`config.mk`:
```
export PLATFORM = sky130hd
export DESIGN_NAME = multicycle_shift_unit
export DESIGN_NICKNAME = d
export VERILOG_FILES = /design/src/rtl/multicycle_shift_unit_pkg.sv /design/src/rtl/multicycle_shift_unit_stage.sv /design/src/rtl/multicycle_shift_unit.sv
export SDC_FILE = /design/constraint.sdc
export NUM_CORES = 1
export LEC_CHECK = 0
export BUFFER_PORTS_ARGS = -buffer_cell sky130_fd_sc_hd__buf_2
export CAP_MARGIN = 10
export CORE_UTILIZATION = 30
export DETAILED_ROUTE_END_ITERATION = 6
export PLACE_DENSITY = 0.53
export SKIP_CTS_REPAIR_TIMING = 1
export SYNTH_ARGS = -nofsm -noshare
export SYNTH_HDL_FRONTEND = slang
export SYNTH_SLANG_ARGS = --single-unit
```
`constraint.sdc`:
```
create_clock -name clock -period 2.8 [get_ports clock]
set_input_delay 0.28 -clock clock [delete_from_list [all_inputs] [get_ports clock]]
set_output_delay 0.28 -clock clock [all_outputs]
set_load 0.1 [all_outputs]
```
`src/rtl/multicycle_shift_unit_pkg.sv`:
```
// Shared encodings for the iterative shift unit: shift modes, FSM states and a
// constant-foldable clog2 used to size shift amounts and pass counters.
package multicycle_shift_unit_pkg;

    localparam logic [1:0] MODE_SLL = 2'b00;
    localparam logic [1:0] MODE_SRL = 2'b01;
    localparam logic [1:0] MODE_SRA = 2'b10;
    localparam logic [1:0] MODE_ROR = 2'b11;

    typedef enum logic [1:0] {
        ST_IDLE = 2'd0,
        ST_BUSY = 2'd1,
        ST_DONE = 2'd2
    } state_e;

    function automatic int clog2(input int value);
        int r;
        r = 0;
        while ((1 << r) < value) r++;
        return r;
    endfunction

endpackage

```
`src/rtl/multicycle_shift_unit_stage.sv`:
```
// One conditional power-of-two shift stage. Purely combinational; passes the
// operand through untouched when enable is low.
module shift_stage
    import multicycle_shift_unit_pkg::*;
#(
    parameter int WIDTH = 32,
    parameter int DIST  = 1
) (
    input  logic [WIDTH-1:0] data_in,
    input  logic             enable,
    input  logic [1:0]       mode,
    input  logic             fill_bit,
    output logic [WIDTH-1:0] data_out
);

    logic [WIDTH-1:0] shifted;

    always_comb begin
        shifted = data_in;
        case (mode)
            MODE_SLL: shifted = {data_in[WIDTH-DIST-1:0], {DIST{1'b0}}};
            MODE_SRL: shifted = {{DIST{1'b0}}, data_in[WIDTH-1:DIST]};
            MODE_SRA: shifted = {{DIST{fill_bit}}, data_in[WIDTH-1:DIST]};
            default:  shifted = {data_in[DIST-1:0], data_in[WIDTH-1:DIST]};
        endcase
        data_out = enable ? shifted : data_in;
    end

endmodule

```
`src/rtl/multicycle_shift_unit.sv`:
```
// Iterative barrel shifter: each BUSY cycle applies one group of power-of-two
// stages selected by the pass counter; result is registered on DONE entry.
module multicycle_shift_unit
    import multicycle_shift_unit_pkg::*;
#(
    parameter  int WIDTH            = 32,
    parameter  int STAGES_PER_CYCLE = 1,
    localparam int SHAMT_W          = clog2(WIDTH)
) (
    input  logic               clock,
    input  logic               reset_n,
    input  logic               in_valid,
    output logic               in_ready,
    input  logic [WIDTH-1:0]   in_data,
    input  logic [SHAMT_W-1:0] in_shamt,
    input  logic [1:0]         in_mode,
    output logic               out_valid,
    input  logic               out_ready,
    output logic [WIDTH-1:0]   out_data
);

    localparam int NUM_PASSES = (SHAMT_W + STAGES_PER_CYCLE - 1) / STAGES_PER_CYCLE;
    localparam int PASS_W     = (NUM_PASSES > 1) ? clog2(NUM_PASSES) : 1;
    localparam logic [PASS_W-1:0] LAST_PASS = PASS_W'(NUM_PASSES - 1);

    state_e             state_q, state_d;
    logic [WIDTH-1:0]   data_q, data_d;
    logic [SHAMT_W-1:0] shamt_q, shamt_d;
    logic [1:0]         mode_q, mode_d;
    logic               sign_q, sign_d;
    logic [PASS_W-1:0]  pass_q, pass_d;
    logic [WIDTH-1:0]   out_data_q, out_data_d;

    logic [WIDTH-1:0]   grp_out [NUM_PASSES];
    logic [WIDTH-1:0]   pass_res;

    // Every stage exists physically; the pass counter picks which group's output is
    // written back, so each group always sees the current working operand.
    for (genvar p = 0; p < NUM_PASSES; p++) begin : g_pass
        for (genvar s = 0; s < STAGES_PER_CYCLE; s++) begin : g_st
            localparam int K = p * STAGES_PER_CYCLE + s;
            logic [WIDTH-1:0] din, dout;
            if (s == 0) begin : g_head
                assign din = data_q;
            end else begin : g_link
                assign din = g_st[s-1].dout;
            end
            if (K < SHAMT_W) begin : g_stage
                shift_stage #(.WIDTH(WIDTH), .DIST(1 << K)) u_stage (
                    .data_in  (din),
                    .enable   (shamt_q[K]),
                    .mode     (mode_q),
                    .fill_bit (sign_q),
                    .data_out (dout)
                );
            end else begin : g_thru
                assign dout = din;
            end
        end
        assign grp_out[p] = g_st[STAGES_PER_CYCLE-1].dout;
    end

    always_comb begin
        pass_res = grp_out[0];
        for (int p = 0; p < NUM_PASSES; p++) begin
            if (pass_q == PASS_W'(p)) pass_res = grp_out[p];
        end
    end

    always_comb begin
        state_d    = state_q;
        data_d     = data_q;
        shamt_d    = shamt_q;
        mode_d     = mode_q;
        sign_d     = sign_q;
        pass_d     = pass_q;
        out_data_d = out_data_q;
        case (state_q)
            ST_IDLE: begin
                if (in_valid) begin
                    data_d  = in_data;
                    shamt_d = in_shamt;
                    mode_d  = in_mode;
                    sign_d  = in_data[WIDTH-1];
                    pass_d  = '0;
                    state_d = ST_BUSY;
                end
            end
            ST_BUSY: begin
                data_d = pass_res;
                if (pass_q == LAST_PASS) begin
                    out_data_d = pass_res;
                    pass_d     = '0;
                    state_d    = ST_DONE;
                end else begin
                    pass_d = pass_q + 1'b1;
                end
            end
            ST_DONE: begin
                if (out_ready) state_d = ST_IDLE;
            end
            default: state_d = ST_IDLE;
        endcase
    end

    always_ff @(posedge clock or negedge reset_n) begin
        if (!reset_n) begin
            state_q    <= ST_IDLE;
            data_q     <= '0;
            shamt_q    <= '0;
            mode_q     <= '0;
            sign_q     <= 1'b0;
            pass_q     <= '0;
            out_data_q <= '0;
        end else begin
            state_q    <= state_d;
            data_q     <= data_d;
            shamt_q    <= shamt_d;
            mode_q     <= mode_d;
            sign_q     <= sign_d;
            pass_q     <= pass_d;
            out_data_q <= out_data_d;
        end
    end

    assign in_ready  = (state_q == ST_IDLE);
    assign out_valid = (state_q == ST_DONE);
    assign out_data  = out_data_q;

endmodule

```
# After elaboration in Yosys (flattened, before gate mapping)
# Index checks and enable logic that the tools add are counted.
# Widths: inputs -> output; s select.
word_totals:
  reg_bits: 77
  out_inout_bits: 34
  word_cells: 49
classes:
  add_sub_neg: 1
  eq_ne: 11
  muxes: 23
  reduce_logical: 7
op_table:
  columns: ["op", "count"]
  rows:
  - ["$pmux 32 s3", 5]
  - ["$mux 32", 10]
  - ["$pmux 32 s2", 1]
  - ["$eq 3x2->1 const B", 2]
  - ["$mux 2", 3]
  - ["$mux 3", 2]
  - ["$pmux 2 s3", 1]
  - ["$pmux 3 s2", 1]
  - ["$reduce_and 2->1", 3]
  - ["$eq 2x1->1 const B", 2]
  - ["$eq 2x2->1 const B", 2]
  - ["$logic_not 2->1", 2]
  - ["$ne 2x2->1 const B", 2]
  - ["$add 3x1->3 const B", 1]
  - ["$eq 3x1->1 const B", 1]
  - ["$eq 3x3->1 const B", 1]
  - ["$reduce_and 3->1", 1]
  - ["$ne 2x1->1 const B", 1]
  - ["$reduce_bool 2->1", 1]

# Logic depth before layout (Yosys ltp)
depth:
  depth_word: 8
  mapped_depth: 10
  depth_no_buf: 7

# Hierarchy
# A second synthesis with hierarchy kept.
unflattened:
  hier_cells: 1190
  hier_area_um2: 9073.7
by_module_without_submodules:
  columns: ["mod", "instances", "cells_per_inst", "area_per_inst_um2", "seq_area_each_um2"]
  rows:
  - ["multicycle_shift_unit", 1, 523, 4873.4, 1926.8]
  - ["shift_stage at g_pass[4].g_st[0].g_stage.u_stage", 1, 128, 892.1, 0.0]
  - ["shift_stage at g_pass[2].g_st[0].g_stage.u_stage", 1, 144, 888.4, 0.0]
  - ["shift_stage at g_pass[3].g_st[0].g_stage.u_stage", 1, 139, 867.1, 0.0]
  - ["shift_stage at g_pass[1].g_st[0].g_stage.u_stage", 1, 147, 859.6, 0.0]
  - ["shift_stage at g_pass[0].g_st[0].g_stage.u_stage", 1, 109, 693.2, 0.0]

# Worst setup path after synthesis
# No wires, ideal clock.
synth_path:
  path_kind: "reg-to-reg"
  startpoint: "reg state_q[1]"
  endpoint: "reg data_q[30]"
  setup_ps: 104
  arrival_ps: 2196
  required_time_ps: 2696
  setup_slack_ps: 500
  path_stages_with_launch: 8
  path_cell_list: "dfrtp_1 buf_2 nor2_2 and2_1 buf_2 clkbuf_1 a22oi_1 o311ai_1"
synth_via:
  elab_chain_len: 3
synth_rtl:
  columns: ["item", "line_no", "rtl"]
  rows:
  - ["start: declaration", "multicycle_shift_unit.sv:26", "state_e state_q, state_d;"]
  - ["start signal: assignment", "multicycle_shift_unit.sv:116", "state_q <= state_d;"]
  - ["$logic_not 2->1 (*)", null, null]
  - ["net in_ready", "multicycle_shift_unit.sv:13", "output logic in_ready,"]
  - ["$ne 2x2->1 (no source line) or $reduce_bool 2->1 (tied branches)", null, null]
  - ["$reduce_and 2->1 (no source line)", null, null]
  - ["end signal: assignment", "multicycle_shift_unit.sv:117", "data_q <= data_d;"]
  - ["end: declaration", "multicycle_shift_unit.sv:27", "logic [WIDTH-1:0] data_q, data_d;"]
# The timed path passes the listed nets; every way through them passes the cells marked *.
# A chain may end at the register's enable or synchronous reset.

# Final worst setup path
layout_path:
  startpoint: "reg pass_q[1]"
  endpoint: "reg data_q[18]"
layout_via:
  elab_chain_len: 6
layout_rtl:
  columns: ["item", "line_no", "rtl"]
  rows:
  - ["start: declaration", "multicycle_shift_unit.sv:31", "logic [PASS_W-1:0] pass_q, pass_d;"]
  - ["start signal: assignment", "multicycle_shift_unit.sv:121", "pass_q <= pass_d;"]
  - ["$eq 3x1->1", "multicycle_shift_unit.sv:66", "if (pass_q == PASS_W'(p)) pass_res = grp_out[p];"]
  - ["$mux 32 (3 in a row)", "multicycle_shift_unit.sv:66", null]
  - ["$mux 32 (*)", "multicycle_shift_unit.sv:66", null]
  - ["$pmux 32 s2 (*)", "multicycle_shift_unit.sv:78", "case (state_q)"]
# Every way passes the cells marked *; elsewhere a longest branch is shown, timed or not.

==> results by group <==
Die
  • Die height: ~150 um
  • Initial core utilization: 30.9%
  • Die area: 0.0232 sq mm
  • Core Area: between 0.02 and 0.025 sq mm
  • Width of the chip: about 150 um
  • IO Pins: between 70 and 80
  • FP Rows: 54

Finish
  • Final non-filler cell total: approximately 1.2k
  • Layout cells sized above 1: 18.0%
  • Post-layout nets: about 980
  • Final Instance Area: roughly 0.0078 sq mm
  • Area delta synth->final: 15.3%
  • Register area: roughly 0.0019 sq mm
  • Fillers: 2326
  • Multi-input logic area: 0.00428 sq mm

Yosys
  • Yosys cell types: between 60 and 70
  • Sequential share of the synthesized area: between 20% and 30%
  • Synth Register Bits: between 70 and 80
  • Synth area leaders: dfrtp_1 (28%), a21oi_1 (6.9%), nand2_1 (6.3%)
  • Syn_nets: 957
  • Yosys warns: 0
  • Synth area leader: dfrtp_1
  • Top-area cell type share of the netlist area: between 20% and 30%
  • Syn Std Cell Area: 0.00678 sq mm
  • Primary FF master, synth: dfrtp_1
  • EDFF count, synth: 0
  • Post-synth ARST share: 100%
  • Post-Synthesis Cells: roughly 910
  • Synthesized area per cell: between 7 and 8 sq um

Clocking
  • Clk pin slew, worst setup/hold paths: approximately 60 ps
  • CTS tree: built
  • Clock sink count: 77
  • Clock Latency Late Sink: ~360 ps
  • H-tree depth: 3
  • CTS Buf Count: 9
  • Clk buf depth: 2
  • Root buf cell: clkbuf_16

Worst setup path
  • Buf+Inv Stages, Crit Path: 1
  • Top Family by Delay on Critical Path: simple AND/OR/NAND/NOR gates
  • Crit Path Category: flip-flop to flip-flop
  • R2r worst-path depth: 7
  • Worst Setup End Kind: flip-flop
  • Worst path slowest cell: nor2b_1
  • CP Launch Point: pass_q[1]
  • CP max FO: 13
  • FF-to-FF End: data_q[18]
  • Crit path depth: 7
  • Worst r2r src: pass_q[1]
  • Slowest stage delay, CP: 630 ps
  • Worst Path Arrival: about 2700 ps
  • Startpoint Class: flip-flop
  • CP required: 2990 ps
  • Setup slack, reg-to-reg: 270 ps
  • Crit-path cells: inv_1, ha_1, nor2b_1, nor2_1, a2bb2oi_1, o2bb2ai_1, o2111ai_1
  • CP endpoint: data_q[18]

Global routing
  • Overall routing resource usage: about 25%
  • Largest net degree at the start of global routing: 50
  • First-pass GRT wire length: around 45000 um
  • Antenna violations before repair: 0
  • Global route overflow: 0
  • Number of global-route vias before repair: ~7.3k

Placed design
  • Post-DP HPWL: 20200 um
  • RePlAce Congestion: roughly 0.95
  • Placed cell areas: approximately 0.0074 sq mm
  • Dpl cells: ~1.2k
  • Input/output buffers: 76

Route
  • First-pass DRT Iterations: 7
  • Vias per inst: 6.29
  • Drt first-iter violations: about 1.1k
  • DR WL/cell: between 20 and 25 um
  • # DRC: 18
  • Via count: about 7.7k
  • Antenna-violating nets left: 0
  • Final wirelength: about 29000 um

Status
  • Status: finished with violations
  • Failing checks: design-rule violations

STA
  • Maximum operating frequency: approximately 0.4 GHz
  • Tcrit/Tclk final: 90.5%
  • Worst Tran Pin Value: approximately 1100 ps
  • RSZ-0062 raised after global routing: no
  • Setup TNS: 0 ps
  • Final setup violation count: 0
  • Final Slew Violations: 0
  • Minimum clock period: approximately 2500 ps
  • Slew HR: between 20 and 30%
  • Setup Skew: just over 10 ps
  • Final Hold Fails: 0

Worst hold path
  • Hold Crit Class: primary input to flip-flop

Job
  • Max-cap viol count: 0
-- cells in the final DEF, fill, tap and decap left out, drive strengths merged, types with 14 or more instances in the layout --
master,count
o221ai,15
nand3,34
nand2,114
mux2i,20
a21oi,93
a22oi,17
dfrtp,77
a31oi,24
or3b,18
o211ai,37
nor2,80
nand2b,19
o2111ai,14
buf,126
o21ai,73
-- worst min path at each step --
stage / startpoint / end / depth (start not counted)
2_1_floorplan: reset_n / data_q[0] / 0
3_3_place_gp: reset_n / out_data[23] / 1
3_5_place_dp: reset_n / out_data[23] / 1
4_1_cts: reset_n / out_data[23] / 1
5_1_grt: in_shamt[3] / shamt_q[3] / 3
6_report: out_ready / state_q[1] / 2
-- cell families (layout without fill, tap and decap cells) --
kind of cell	Yosys count	count (layout)	synth area share, %
buf+inv	125	156	8.53
other cells	0	1	0
fa+ha+maj	5	5	0.923
simple gates	302	302	21.0
compound gates	379	379	38.0
mux	20	20	2.95
xor+xnor	1	1	0.240
flops	77	77	28.4
-- final cells by class --
| type | count | share of cell area (%) |
|---|---|---|
| antenna | 1 | 0.0320 |
| clock buffer | 13 | 3.46 |
| clock inverter | 3 | 1.15 |
| inverter | 13 | 0.624 |
| multi-input combinational | 707 | 54.7 |
| sequential | 77 | 24.7 |
| tap | 280 | 4.48 |
| timing repair buffer | 127 | 10.8 |
-- cell usage after synthesis, types with 5 or more instances --
| library cell | n |
|---|---|
| a22oi_1 | 17 |
| o21a_1 | 11 |
| a31oi_1 | 24 |
| o211ai_1 | 32 |
| o22ai_1 | 8 |
| a311oi_1 | 9 |
| dfrtp_1 | 77 |
| inv_1 | 12 |
| or3b_1 | 16 |
| a2bb2oi_1 | 8 |
| a22o_1 | 8 |
| o211ai_2 | 5 |
| o21ai_1 | 37 |
| nor3_1 | 9 |
| nand2_1 | 113 |
| buf_6 | 5 |
| ha_1 | 5 |
| and2_1 | 5 |
| nor2_1 | 77 |
| o2111ai_1 | 14 |
| a211oi_1 | 6 |
| a21o_1 | 13 |
| a2111oi_0 | 5 |
| o2bb2ai_1 | 5 |
| nand2b_1 | 19 |
| or3_1 | 5 |
| buf_2 | 41 |
| o21ai_0 | 34 |
| nor2b_1 | 6 |
| nand3_1 | 34 |
| buf_1 | 5 |
| a21oi_1 | 93 |
| buf_4 | 5 |
| clkbuf_1 | 55 |
| o221ai_1 | 15 |
| o31ai_1 | 6 |
| mux2i_1 | 20 |
-- sequential cells by signal, summed over array words and instances (netlist names) --
| register | cells |
|---|---|
| sign_q | 1 |
| out_data | 32 |
| pass_q | 3 |
| state_q | 2 |
| shamt_q | 5 |
| mode_q | 2 |
| data_q | 32 |
-- worst register-to-register path: cells and delay by family (launching register included) --
kind,cells,cell delay (ps)
simple gates,2,1090
buf+inv,1,110
compound gates,3,560
fa+ha+maj,1,200
flops,1,400
-- metal layers --
layer | GRT usage, % | vias to the layer above | share of wire, %
met2 | 37.5 | 513 | 44
met1 | 34.8 | 3666 | 43
met3 | 6.00 | 69 | 11
li1 | - | 3431 | -
met5 | 0 | - | 0
met4 | 8.31 | 0 | 2.8
-- stage by stage --
stage               hold WS, ps  setup WS, ps  utilization [%]
global placement            315           376             33.9
detailed placement          312           370             33.9
finish                      104           267             35.6
CTS                       -65.2           353             35.5
global route                110           102             35.6
floorplan                 -15.6           500                -
Power is not shown: default switching activity piles up to over one toggle a cycle in this logic, so the estimate is an artifact.
